<file path="config.mk">
export PLATFORM = sky130hd
export DESIGN_NAME = confreg_responder
export DESIGN_NICKNAME = d
export VERILOG_FILES = /design/src/rtl/confreg_responder.sv
export SDC_FILE = /design/constraint.sdc
export NUM_CORES = 1
export LEC_CHECK = 0
export CORE_MARGIN = 2
export CORE_UTILIZATION = 50
export CTS_BUF_LIST = sky130_fd_sc_hd__clkbuf_4
export CTS_CLUSTER_DIAMETER = 80
export DETAILED_ROUTE_END_ITERATION = 8
export GPL_TIMING_DRIVEN = 0
export PLACE_DENSITY = 0.77
export SETUP_SLACK_MARGIN = 0.05
export SLEW_MARGIN = 20
export SYNTH_ARGS = -nofsm -noshare
export SYNTH_HDL_FRONTEND = slang
export SYNTH_SLANG_ARGS = --single-unit
</file>
<file path="constraint.sdc">
create_clock -name clk -period 2.8 [get_ports clk]
set_input_delay 0.42 -clock clk [delete_from_list [all_inputs] [get_ports clk]]
set_output_delay 0.42 -clock clk [all_outputs]
set_load 0.1 [all_outputs]
</file>
<file path="src/rtl/confreg_responder.sv">
// confreg_responder
// Memory-mapped configuration register block answering a data-SRAM style bus
// in the 0xBFAF_xxxx window. Reads have one cycle of latency through a
// registered rdata; writes are byte-enabled and take effect at the request edge.
//
// Ports:
//   clk              system clock, all state on the rising edge
//   resetn           asynchronous active-low reset
//   data_sram_en     access request this cycle
//   data_sram_wen    byte write enables (0 = read)
//   data_sram_addr   byte address, addr[1:0] ignored
//   data_sram_wdata  write data
//   data_sram_rdata  registered read data
//   switch           asynchronous board switches (synchronised internally)
//   led              LED register contents
//   num_data         seven-segment register contents
//
// Optional feature: define CONFREG_TIMER_EN to build the free-running TIMER
// register at offset E000. Without it that offset reads 0 and ignores writes.

module confreg_responder (
   input  logic        clk,
   input  logic        resetn,
   input  logic        data_sram_en,
   input  logic [3:0]  data_sram_wen,
   input  logic [31:0] data_sram_addr,
   input  logic [31:0] data_sram_wdata,
   output logic [31:0] data_sram_rdata,
   input  logic [7:0]  switch,
   output logic [15:0] led,
   output logic [31:0] num_data
);

   localparam logic [15:0] BASE_HI      = 16'hBFAF;
   localparam logic [13:0] OFF_LED      = 14'(16'hF000 >> 2);
   localparam logic [13:0] OFF_SWITCH   = 14'(16'hF004 >> 2);
   localparam logic [13:0] OFF_NUM      = 14'(16'hF008 >> 2);
   localparam logic [13:0] OFF_SCRATCH0 = 14'(16'hF00C >> 2);
   localparam logic [13:0] OFF_SCRATCH1 = 14'(16'hF010 >> 2);
   localparam logic [13:0] OFF_CNT      = 14'(16'hF020 >> 2);
   localparam logic [13:0] OFF_TIMER    = 14'(16'hE000 >> 2);

   logic        hit;
   logic        is_write;
   logic [13:0] word_off;
   logic [31:0] wmask;
   logic        sel_led;
   logic        sel_num;
   logic        sel_scratch0;
   logic        sel_scratch1;
   logic        sel_timer;

   logic [15:0] led_reg;
   logic [31:0] num_reg;
   logic [31:0] scratch0_reg;
   logic [31:0] scratch1_reg;
   logic [31:0] access_cnt_reg;
   logic [7:0]  sw_sync1_reg;
   logic [7:0]  sw_sync2_reg;
   logic [31:0] rdata_reg;
   logic [31:0] timer_value;
   logic [31:0] rd_value;

   assign hit      = data_sram_en && (data_sram_addr[31:16] == BASE_HI);
   assign is_write = |data_sram_wen;
   assign word_off = data_sram_addr[15:2];

   // Expand the four byte enables into a 32-bit bit mask for byte merging.
   genvar gi;
   generate
      for (gi = 0; gi < 4; gi++) begin : g_wmask
         assign wmask[8*gi +: 8] = {8{data_sram_wen[gi]}};
      end
   endgenerate

   assign sel_led      = hit && is_write && (word_off == OFF_LED);
   assign sel_num      = hit && is_write && (word_off == OFF_NUM);
   assign sel_scratch0 = hit && is_write && (word_off == OFF_SCRATCH0);
   assign sel_scratch1 = hit && is_write && (word_off == OFF_SCRATCH1);
   assign sel_timer    = hit && is_write && (word_off == OFF_TIMER);

   // Address bits below word granularity carry no information here.
   logic unused_bits;
   assign unused_bits = ^{data_sram_addr[1:0], sel_timer};

`ifdef CONFREG_TIMER_EN
   logic [31:0] timer_reg;

   // A write takes priority over the free-running increment; counting
   // continues from the loaded value on the following edge.
   always_ff @(posedge clk or negedge resetn) begin
      if (!resetn) begin
         timer_reg <= '0;
      end else if (sel_timer) begin
         timer_reg <= (timer_reg & ~wmask) | (data_sram_wdata & wmask);
      end else begin
         timer_reg <= timer_reg + 32'd1;
      end
   end

   assign timer_value = timer_reg;
`else
   assign timer_value = '0;
`endif

   // Read mux over pre-edge register values.
   always_comb begin
      rd_value = '0;
      unique case (word_off)
         OFF_LED:      rd_value = {16'h0, led_reg};
         OFF_SWITCH:   rd_value = {24'h0, sw_sync2_reg};
         OFF_NUM:      rd_value = num_reg;
         OFF_SCRATCH0: rd_value = scratch0_reg;
         OFF_SCRATCH1: rd_value = scratch1_reg;
         OFF_CNT:      rd_value = access_cnt_reg;
         OFF_TIMER:    rd_value = timer_value;
         default:      rd_value = '0;
      endcase
   end

   // Writable registers. LED only has two bytes, so upper enables fall away.
   always_ff @(posedge clk or negedge resetn) begin
      if (!resetn) begin
         led_reg      <= '0;
         num_reg      <= '0;
         scratch0_reg <= '0;
         scratch1_reg <= '0;
      end else begin
         if (sel_led) begin
            led_reg <= (led_reg & ~wmask[15:0]) | (data_sram_wdata[15:0] & wmask[15:0]);
         end
         if (sel_num) begin
            num_reg <= (num_reg & ~wmask) | (data_sram_wdata & wmask);
         end
         if (sel_scratch0) begin
            scratch0_reg <= (scratch0_reg & ~wmask) | (data_sram_wdata & wmask);
         end
         if (sel_scratch1) begin
            scratch1_reg <= (scratch1_reg & ~wmask) | (data_sram_wdata & wmask);
         end
      end
   end

   // Every hit counts, read or write; a read of this register sees the
   // value from before its own increment because rd_value is pre-edge.
   always_ff @(posedge clk or negedge resetn) begin
      if (!resetn) begin
         access_cnt_reg <= '0;
      end else if (hit) begin
         access_cnt_reg <= access_cnt_reg + 32'd1;
      end
   end

   // Two-flop synchroniser for the asynchronous switch inputs.
   always_ff @(posedge clk or negedge resetn) begin
      if (!resetn) begin
         sw_sync1_reg <= '0;
         sw_sync2_reg <= '0;
      end else begin
         sw_sync1_reg <= switch;
         sw_sync2_reg <= sw_sync1_reg;
      end
   end

   // Read data: hit reads load the register value, any non-hit request
   // returns zero, hit writes and idle cycles leave the previous value.
   always_ff @(posedge clk or negedge resetn) begin
      if (!resetn) begin
         rdata_reg <= '0;
      end else if (data_sram_en) begin
         if (!hit) begin
            rdata_reg <= '0;
         end else if (!is_write) begin
            rdata_reg <= rd_value;
         end
      end
   end

   assign data_sram_rdata = rdata_reg;
   assign led             = led_reg;
   assign num_data        = num_reg;

endmodule

</file>
==> impl_metrics.py, run 1 <==
metrics = {
    "synth": {
        "synth_area_mm2": 0.00848,
        "synth_edf_count": 0,
        "yosysSeqAreaShare_pct": 56.6,
        "synthTopCellsByArea": "dfrtp_1 57%, mux2_2 14%, a22oi_1 4.0%, a22o_1 3.0%, xor2_1 2.1%",
        "ys_ff_latch": 192,
        "synth.distinct_cells": 50,
        "syn-num-nets": 720,
        "synth_cells": 640,
        "synth.avg_cell_area_um2": 13.3,
        "synth_top_area_share_pct": 56.6,
        "ys.warnings.count": 0,
        "synth_top_area_cell": "dfrtp_1",
        "ys_async_sr_fraction_pct": 100,
        "synth_flop_cell": "dfrtp_1",
    },
    "setup_path": {
        "start_kind": "register",
        "r2r_start": "access_cnt_reg[7]$_DFFE_PN0P_",
        "critPathMaxFanout": 3,
        "end_kind": "output port",
        "critical_path_buf_inv_count": 1,
        "crit_required_ns": 2.38,
        "r2r_cells": 6,
        "cp_top_family": "buffers and inverters",
        "path_cells": "clkdlybuf4s50_1",
        "reg2reg_to": "access_cnt_reg[27]$_DFFE_PN0P_",
        "r2r_setup_slack_ns": 0.58,
        "critPathArrivalTime_ns": 2.18,
        "max_stage_delay_ns": 1.17,
        "critPathKind": "register to output port",
        "cp_slowest_cell": "clkdlybuf4s50_1",
    },
    "clock_tree": {
        "clk_latency_ns": 0.60,
        "postCtsSetupBuffers": 0,
        "cts_buffers": 17,
        "clkSlewWorstSetupHoldPaths_ns": 0.15,
        "cts_sinks": 192,
        "cts_tree": "yes",
        "cts-root-to-sink-buffers": 2,
        "cts_root_buffer": "clkbuf_4",
        "htree_levels": 4,
    },
    "finish": {
        "nets": 894,
        "final_util_pct": 63.9,
        "drive_above_1_share_pct": 21.9,
        "area_growth_pct": 25.0,
        "layoutNonFillerInstCount": 1048,
    },
    "timing": {
        "finalSetupTns_ns": 0,
        "fin_hold_ws_ns": 0.237,
        "timing.slew.headroom_pct": 33.9,
        "slew_viol_final": 0,
        "hold_viol": 0,
        "worstMarginPinSlew_ns": 0.989,
        "timing.final.crit_period_ns": 2.60,
        "post-route-period-util_pct": 93.0,
        "rsz0062_at_grt": "no",
        "fmax_ghz": 0.384,
        "setup_viol": 0,
        "skew_ns": 0.0153,
    },
    "route": {
        "avgViaCountPerCell": 5.92,
        "avgRoutedWirePerCell_um": 20.4,
        "drt_pass1_iterations": 6,
        "drt_iter0_markers": 519,
        "vias": 6208,
        "drc": 0,
        "final_antenna_net_count": 0,
        "drt_wl_total_mm": 21.4,
    },
    "floorplan": {
        "initial_utilization_pct": 51.2,
        "num_rows": 47,
        "io_pins": 159,
        "die_y_um": 134,
        "core_area_mm2": 0.0166,
        "dieWidth_um": 134,
        "die_area_mm2": 0.0180,
    },
    "min_path": {
        "hold_path_end": "sw_sync1_reg[4]$_DFF_PN0_",
        "hp-start": "switch[4]",
        "min_path_type": "input pin to register",
        "holdPathStages": 1,
    },
    "global_route": {
        "grt.total_usage_pct": 25.0,
        "grt_max_degree": 98,
        "grt_antenna_before_repair": 2,
        "first_global_vias": 6444,
        "grt_overflow_total": 0,
        "grt_pass1_wl_mm": 34.5,
    },
    "pwr": {
        "power.density_mw_per_mm2": 421,
        "vdd_ir_drop_max_uv": 298,
        "power_leakage_nw": 4.89,
    },
    "place": {
        "portBuffers": 153,
        "place_inst": 1014,
        "gp_congestion": 0.877,
        "hpwl_mm": 15.1,
    },
    "run": {
        "drv_cap": 0,
    },
    "status": {
        "status": "complete, no violations",
    },
}
## worst max path at each step
stage	cells after the start	slack, ns	to	startpoint
detailed placement	7	-0.49	data_sram_rdata[21]$_DFFE_PN0P_	data_sram_en
global route	7	0.06	data_sram_rdata[21]$_DFFE_PN0P_	data_sram_addr[2]
finish	1	0.20	num_data[31]	register
global placement	1	-6.16	asynchronous set/reset pin	resetn
CTS	7	0.14	data_sram_rdata[21]$_DFFE_PN0P_	data_sram_en
floorplan	7	0.59	register	data_sram_addr[7]
## cells by family after synthesis
logic type	share of synthesized area (%)
buffers and inverters	2.12
adders and majority gates	0.265
AOI/OAI and AO/OA	10.4
muxes	16.2
xor gates and xnor gates	3.20
and+or+nand+nor	11.2
DFF	56.6
## what timing repair did
item                                   4_1_cts  5_1_grt
gates resized for setup                      0        1
hold buffers                                 1        0
endpoints found under the hold margin       95        0
setup endpoints to repair                    0       10
## cells in the final DEF (no fill, tap or decap), types with 6 or more instances in the layout
| master | instances |
|---|---|
| clkbuf_1 | 14 |
| nor3_1 | 17 |
| nand3_4 | 8 |
| a22o_1 | 29 |
| dfrtp_1 | 192 |
| buf_2 | 6 |
| clkdlybuf4s50_1 | 152 |
| mux2_2 | 109 |
| and3_1 | 11 |
| mux2i_1 | 8 |
| nand3_1 | 16 |
| nor2_1 | 11 |
| nand4_1 | 8 |
| nand2_1 | 41 |
| a22oi_1 | 45 |
| o2bb2ai_1 | 8 |
| inv_1 | 6 |
| xnor2_1 | 11 |
| a222oi_1 | 9 |
| clkbuf_4 | 17 |
| xor2_1 | 20 |
| nor4_1 | 6 |
## power by group
| part | switching, mW | internal, mW | leakage [nW] |
|---|---|---|---|
| registers | 0.00294 | 2.79 | 2.63 |
| clock network | 0.967 | 0.451 | 0.141 |
| logic | 0.141 | 0.118 | 2.12 |
## metal layers
metal	vias up	track usage (%)	routed length, um
li1	2773	-	-
met1	3131	33.7	8970
met2	261	39.4	10400
met3	43	5.52	1470
met4	0	10.2	534
met5	-	0	0
## stage by stage
stage	power [mW]	worst slack, ns	instance area (um2)
after floorplan	2.89	0.586	8480
after global placement	3.09	-6.16	10300
after detailed placement	3.10	-0.487	10300
after CTS	4.50	0.138	10600
after global routing	4.64	0.0629	10600
final	4.46	0.196	10600
## layout make-up
class	instances	area, um2
diodes	1	2.50
repair buffers	155	1570
inverters	6	22.5
plain buffers	29	158
multi-input cells	413	3500
well taps	220	275
flip-flops and latches	192	4800
clock inverters	15	135
fillers	1285	5980
clock buffers	17	128
## synth_stat cells, types with 2 or more instances
library cell  instances
a222oi_1              9
a22o_1               29
a22oi_1              45
and2_1                3
and3_1               11
and4_1                2
buf_2                 6
buf_4                 5
buf_6                 3
clkbuf_1             14
dfrtp_1             192
inv_1                 6
mux2_1                4
mux2_2              109
mux2i_1               8
nand2_1              41
nand3_1              16
nand3_2               2
nand3_4               8
nand4_1               8
nand4b_1              2
nor2_1               11
nor2b_1               4
nor3_1               17
nor4_1                6
nor4_2                4
o21ai_0               5
o221a_2               4
o2bb2ai_1             8
o311ai_0              5
or2_2                 2
or3_1                 2
or4b_2                3
xnor2_1              11
xor2_1               20
Note: power is estimated with default switching activity, not from simulation.
==> run 2: changes to the inputs <==
- CAP_MARGIN: unset -> 10
==> results of run 2 <==
Final layout, timing and power as in run 1 (identical DEF).
